===== src/rtl/sort_seq_ctrl_if.sv =====
// Handshake bundle for the batch sorter: valid/ready word input, valid/ready sorted output, status.
// The design side uses the slave modport; the source/sink side uses master.
interface sort_seq_ctrl_if #(
  parameter int N = 6,
  parameter int W = 8
);
  logic                       in_valid;
  logic                       in_ready;
  logic [W-1:0]               in_data;
  logic                       out_valid;
  logic                       out_ready;
  logic [W-1:0]               out_data;
  logic                       out_last;
  logic                       busy;
  logic [$clog2(N+1)-1:0]     sort_phases;

  modport slave (
    input  in_valid, in_data, out_ready,
    output in_ready, out_valid, out_data, out_last, busy, sort_phases
  );

  modport master (
    output in_valid, in_data, out_ready,
    input  in_ready, out_valid, out_data, out_last, busy, sort_phases
  );
endinterface


===== src/rtl/sort_seq_ctrl.sv =====
// Loads N words, runs one odd-even transposition phase per cycle (optionally stopping early),
// then drains ascending; out_valid rises k cycles after the last accept, output held under backpressure.
module sort_seq_ctrl #(
  parameter int N          = 6,
  parameter int W          = 8,
  parameter int EARLY_EXIT = 1
) (
  input  logic           clk,
  input  logic           reset,
  sort_seq_ctrl_if.slave bus
);

  localparam int IW = (N > 1) ? $clog2(N) : 1;
  localparam int PW = $clog2(N + 1);

  typedef enum logic [1:0] {
    S_IDLE  = 2'd0,
    S_LOAD  = 2'd1,
    S_SORT  = 2'd2,
    S_DRAIN = 2'd3
  } state_t;

  state_t          state_q, state_d;
  logic [IW-1:0]   idx_q, idx_d;
  logic [PW-1:0]   phase_q, phase_d;
  logic [PW-1:0]   phases_q, phases_d;
  logic            noswap_q, noswap_d;
  logic [W-1:0]    buf_q [N];
  logic [W-1:0]    buf_d [N];
  logic [W-1:0]    cx    [N];
  logic            any_swap;
  logic            sort_done;
  logic            in_fire;
  logic            out_fire;
  logic            idx_at_end;

  assign in_fire    = (state_q == S_LOAD)  && bus.in_valid;
  assign out_fire   = (state_q == S_DRAIN) && bus.out_ready;
  assign idx_at_end = (idx_q == IW'(N - 1));

  // Pairs never overlap within a phase, so every exchange reads the pre-phase buffer.
  always_comb begin
    cx       = buf_q;
    any_swap = 1'b0;
    for (int i = 0; i < N - 1; i++) begin
      if ((i[0] == phase_q[0]) && (buf_q[i] > buf_q[i+1])) begin
        cx[i]    = buf_q[i+1];
        cx[i+1]  = buf_q[i];
        any_swap = 1'b1;
      end
    end
  end

  // noswap_q remembers that the previous phase was quiet; two quiet phases in a row mean sorted.
  assign sort_done = (phase_q == PW'(N - 1)) ||
                     ((EARLY_EXIT != 0) && (phase_q != '0) && !any_swap && noswap_q);

  always_ff @(posedge clk) begin
    if (!reset) begin
      state_q  <= S_IDLE;
      idx_q    <= '0;
      phase_q  <= '0;
      phases_q <= '0;
      noswap_q <= 1'b0;
    end else begin
      state_q  <= state_d;
      idx_q    <= idx_d;
      phase_q  <= phase_d;
      phases_q <= phases_d;
      noswap_q <= noswap_d;
    end
  end

  always_ff @(posedge clk) begin
    buf_q <= buf_d;
  end

  always_comb begin
    state_d  = state_q;
    idx_d    = idx_q;
    phase_d  = phase_q;
    phases_d = phases_q;
    noswap_d = noswap_q;
    buf_d    = buf_q;
    case (state_q)
      S_IDLE: begin
        state_d = S_LOAD;
        idx_d   = '0;
      end
      S_LOAD: begin
        if (in_fire) begin
          buf_d[idx_q] = bus.in_data;
          if (idx_at_end) begin
            state_d  = S_SORT;
            idx_d    = '0;
            phase_d  = '0;
            phases_d = '0;
            noswap_d = 1'b0;
          end else begin
            idx_d = idx_q + 1'b1;
          end
        end
      end
      S_SORT: begin
        buf_d    = cx;
        phase_d  = phase_q + 1'b1;
        phases_d = phases_q + 1'b1;
        noswap_d = !any_swap;
        if (sort_done) begin
          state_d = S_DRAIN;
          idx_d   = '0;
        end
      end
      S_DRAIN: begin
        if (out_fire) begin
          if (idx_at_end) begin
            state_d = S_LOAD;
            idx_d   = '0;
          end else begin
            idx_d = idx_q + 1'b1;
          end
        end
      end
      default: begin
        state_d = S_IDLE;
        idx_d   = '0;
      end
    endcase
  end

  always_comb begin
    bus.in_ready    = 1'b0;
    bus.out_valid   = 1'b0;
    bus.out_data    = '0;
    bus.out_last    = 1'b0;
    bus.busy        = 1'b0;
    bus.sort_phases = phases_q;
    case (state_q)
      S_LOAD: begin
        bus.in_ready = 1'b1;
      end
      S_SORT: begin
        bus.busy = 1'b1;
      end
      S_DRAIN: begin
        bus.busy      = 1'b1;
        bus.out_valid = 1'b1;
        bus.out_data  = buf_q[idx_q];
        bus.out_last  = idx_at_end;
      end
      default: begin
        bus.in_ready = 1'b0;
      end
    endcase
  end

endmodule


===== src/flat_wrapper.sv =====
// flat-port wrapper written by rule: the top's interface ports become plain ports
module sort_seq_ctrl_flat 
#(
  parameter int N          = 6,
  parameter int W          = 8,
  parameter int EARLY_EXIT = 1
)
  (clk, reset, bus_in_valid, bus_in_data, bus_out_ready, bus_in_ready, bus_out_valid, bus_out_data, bus_out_last, bus_busy, bus_sort_phases);
  sort_seq_ctrl_if #(.N(N), .W(W)) bus_i ();
  input  logic clk;
  input  logic reset;
  input wire logic [$bits(bus_i.in_valid)-1:0] bus_in_valid;
  input wire logic [$bits(bus_i.in_data)-1:0] bus_in_data;
  input wire logic [$bits(bus_i.out_ready)-1:0] bus_out_ready;
  output wire logic [$bits(bus_i.in_ready)-1:0] bus_in_ready;
  output wire logic [$bits(bus_i.out_valid)-1:0] bus_out_valid;
  output wire logic [$bits(bus_i.out_data)-1:0] bus_out_data;
  output wire logic [$bits(bus_i.out_last)-1:0] bus_out_last;
  output wire logic [$bits(bus_i.busy)-1:0] bus_busy;
  output wire logic [$bits(bus_i.sort_phases)-1:0] bus_sort_phases;
  assign bus_i.in_valid = bus_in_valid;
  assign bus_i.in_data = bus_in_data;
  assign bus_i.out_ready = bus_out_ready;
  assign bus_in_ready = bus_i.in_ready;
  assign bus_out_valid = bus_i.out_valid;
  assign bus_out_data = bus_i.out_data;
  assign bus_out_last = bus_i.out_last;
  assign bus_busy = bus_i.busy;
  assign bus_sort_phases = bus_i.sort_phases;
  sort_seq_ctrl #(.N(N), .W(W), .EARLY_EXIT(EARLY_EXIT)) u_core (.clk(clk), .reset(reset), .bus(bus_i));
endmodule

===== config.mk =====
export PLATFORM = sky130hd
export DESIGN_NAME = sort_seq_ctrl_flat
export DESIGN_NICKNAME = d
export VERILOG_FILES = /design/src/rtl/sort_seq_ctrl_if.sv /design/src/rtl/sort_seq_ctrl.sv /design/src/flat_wrapper.sv
export SDC_FILE = /design/constraint.sdc
export NUM_CORES = 1
export LEC_CHECK = 0
export ABC_AREA = 0
export BUFFER_PORTS_ARGS = -buffer_cell sky130_fd_sc_hd__buf_2
export CAP_MARGIN = 10
export CORE_ASPECT_RATIO = 2
export CORE_MARGIN = 4
export CORE_UTILIZATION = 56
export CTS_CLUSTER_SIZE = 25
export DETAILED_ROUTE_END_ITERATION = 10
export HOLD_SLACK_MARGIN = 0.15
export MAX_ROUTING_LAYER = met4
export PLACE_DENSITY = 0.87
export SYNTH_ARGS = -nofsm -noshare
export SYNTH_HDL_FRONTEND = slang
export SYNTH_SLANG_ARGS = --single-unit

===== constraint.sdc =====
create_clock -name clk -period 2.7 [get_ports clk]
set_input_delay 0 -clock clk [delete_from_list [all_inputs] [get_ports clk]]
set_output_delay 0 -clock clk [all_outputs]
set_load 0.03 [all_outputs]

==> flow_summary.json <==
{
  "fin_crit_sh": 0.964,
  "fin_crit_ns": 2.60,
  "r2r_end": "u_core.buf_q[39]",
  "powerDensity_nw_per_um2": 896,
  "finalSetupViolations": 0,
  "synth_edf_count": 48,
  "fillers": 637,
  "syn_area_per_cell_sq_um": 9.38,
  "yosysTopAreaCellShare": 0.334,
  "wl_um": 13500,
  "drc": 0,
  "clk_pin_slew_worst_paths_ns": 0.05,
  "max_slew_margin": 0.479,
  "ir_drop_mv": 0.745,
  "power.total_mw": 4.50,
  "fin_skew_ns": 0.00523,
  "syn_inst": 460,
  "die_w_um": 70.1,
  "ctsLongestPathBuffers": 2,
  "crit_path_cell_trace": "inv_1, ha_1, nand4_1, a21o_1, a31oi_1, and2b_4, a211oi_1, buf_4",
  "diodes": 0,
  "timing.fmax_mhz": 384,
  "yosys.area.top_type": "edfxtp_1",
  "synth.yosys.warnings": 0,
  "synth_area_sq_um": 4310,
  "pin_count": 27,
  "min_from": "bus_in_data[1]",
  "rsz0062_at_grt": "no",
  "antenna_found_initial": 0,
  "drv_slew": 0,
  "std_cell_rows": 45,
  "hold_end": "u_core.buf_q[17]",
  "detail_route.wl_per_cell_um": 22.0,
  "regToRegSetupSlack_ns": 0.1,
  "hold_depth": 3,
  "arrival_ns": 2.64,
  "worstSetupPathType": "register to register",
  "clkSinkCount": 60,
  "final_area_sq_um": 5030,
  "ys_async_sr_fraction": 0,
  "routed_via_density": 6.66,
  "synthFlopType": "edfxtp_1",
  "path_max_fanout": 8,
  "cts_tree": "done",
  "grt_pass1_wl_um": 21400,
  "critPathLaunchType": "register",
  "ant_nets": 0,
  "power.leakage_nw": 2.10,
  "hold_class": "primary input to register",
  "die-area_sq_um": 9250,
  "synth_area_leaders": "edfxtp_1, ha_1, a22oi_1, dfxtp_1, inv_1",
  "grt_pass1_vias": 4229,
  "worst-path-buf-inv": 2,
  "vias": 4093,
  "clk-insertion-delay-late_ns": 0.34,
  "chipHeight_um": 132,
  "clock-root-buffer": "clkbuf_16",
  "synth_nets": 520,
  "core_area_sq_um": 7540,
  "cap_violations": 0,
  "cts_max_level": 3,
  "area_delta_synth_final_pct": 16.6,
  "grt_start_max_net_pins": 22,
  "r2r_start": "u_core.buf_q[39]",
  "cp-end-kind": "register",
  "yosys.cell_types.count": 48,
  "nets": 576,
  "tightest_slew_ns": 0.779,
  "cts_buffers": 9,
  "dp_hpwl_um": 10300,
  "synth_common_cells": "edfxtp_1, ha_1, inv_1",
  "status": "completed",
  "placed_area_sq_um": 4720,
  "cp_data_required_time_ns": 2.74,
  "drive_above_1_share": 0.173,
  "firstDrtPassIters": 7,
  "cp_top_family": "compound AO/OA/AOI/OAI gates",
  "drt_first_iter_violations": 401,
  "gp_congestion": 0.968,
  "yosysSeqAreaShare": 0.390,
  "gr-usage-all-layers": 0.310,
  "slowest_delay_ns": 0.44,
  "initial_utilization": 0.572,
  "slowest_stage": "edfxtp_1",
  "rr_worst_depth": 8,
  "setup_tns_ns": 0,
  "grt-ovfl-total": 0,
  "port_buffers": 26,
  "hold_violations": 0,
  "synth_seq_cells": 60
}
==> cell families (layout without fill, tap and decap cells) <==
kind of cell    Yosys count  count (layout)  share of synthesized area
compound gates          167             167                      0.261
fa+ha+maj                48              48                      0.139
mux                       5               5                     0.0116
flops                    60              60                      0.390
simple gates            112             112                      0.131
buf+inv                  68             129                     0.0673
==> worst max path at each step <==
| stage | cells past startpoint | start | slack, ns | endpoint |
|---|---|---|---|---|
| finish | 8 | u_core.buf_q[39] | 0.1 | u_core.buf_q[39] |
| CTS | 8 | u_core.buf_q[23] | 0.005 | u_core.buf_q[20] |
| global route | 8 | u_core.buf_q[39] | 0.003 | u_core.buf_q[36] |
| detailed placement | 8 | u_core.buf_q[23] | 0.04 | u_core.buf_q[18] |
| floorplan | 8 | u_core.buf_q[33] | 0.13 | u_core.buf_q[32] |
| global placement | 8 | u_core.buf_q[23] | 0.18 | u_core.buf_q[22] |
==> final cells by class <==
cell class / count / area [sq um] / area share
clock inverters: 5 / 52.6 / 0.0105
repair buffers: 63 / 413 / 0.0821
inverters: 50 / 188 / 0.0373
flip-flops and latches: 60 / 1680 / 0.334
multi-input cells: 332 / 2340 / 0.466
clock buffers: 11 / 233 / 0.0463
well taps: 94 / 118 / 0.0234
==> registers in the layout, summed over array words and instances (netlist names) <==
| signal | flops |
|---|---|
| u_core.buf_q | 48 |
| u_core.bus.sort_phases | 3 |
| u_core.idx_q | 3 |
| u_core.noswap_q | 1 |
| u_core.phase_q | 3 |
| u_core.state_q | 2 |
==> per-stage QoR <==
step	setup WS, ns	hold slack (ns)	instances	util
floorplan	0.132	0.150	460	-
global route	0.00255	0.211	615	0.667
CTS	0.00506	0.180	615	0.666
detailed placement	0.0407	0.334	597	0.626
finish	0.0969	0.185	615	0.667
global placement	0.183	0.316	597	0.626
==> cells in the final DEF (no fill, tap or decap), types with 3 or more instances in the layout <==
cell type / Yosys / final
clkinv_2: 0 / 3
a221o_1: 8 / 8
inv_1: 48 / 48
buf_2: 4 / 26
a21oi_1: 33 / 33
o22ai_1: 17 / 17
o211ai_2: 3 / 3
clkbuf_16: 0 / 9
nand3_1: 5 / 5
nor2_1: 33 / 32
o21ai_0: 35 / 35
nand2b_1: 4 / 4
buf_4: 0 / 35
dfxtp_1: 12 / 12
nor2b_1: 12 / 12
a211oi_1: 3 / 3
nand2_1: 31 / 31
o21a_1: 3 / 3
a21o_1: 3 / 3
nand4_1: 8 / 8
edfxtp_1: 48 / 48
and2_1: 3 / 3
nor3_1: 3 / 3
a31oi_1: 9 / 9
mux2i_1: 5 / 5
a22oi_1: 40 / 40
ha_1: 48 / 48
==> worst reg2reg max path, cell delays in order (launching register included) <==
cell and delay [ns]:
edfxtp_1 0.44, inv_1 0.10, ha_1 0.34, nand4_1 0.23
a21o_1 0.27, a31oi_1 0.22, and2b_4 0.24, a211oi_1 0.23
buf_4 0.22
==> routing by layer <==
metal | track usage | share of wire | up-vias | wire (um)
met5 | - | 0 | - | 0
met4 | 0.239 | 0.075 | 0 | 1020
met3 | 0.0511 | 0.054 | 77 | 725
met2 | 0.545 | 0.54 | 226 | 7300
met1 | 0.290 | 0.33 | 1946 | 4470
li1 | - | - | 1844 | -
==> power breakdown <==
part | switching (mW) | total [mW] | leakage (nW) | internal, mW
Combinational | 1.21 | 1.94 | 1.42 | 0.730
Clock | 0.405 | 1.11 | 0.139 | 0.708
Sequential | 0.194 | 1.45 | 0.545 | 1.26
==> repair_timing <==
action | 4_1_cts | 5_1_grt
setup endpoints to repair | 0 | 24
resized for setup | 0 | 1
hold buffers | 2 | 0
setup buffers | 0 | 0
endpoints found under the hold margin | 13 | 0
No activity file was read; power rests on OpenSTA's default activity.
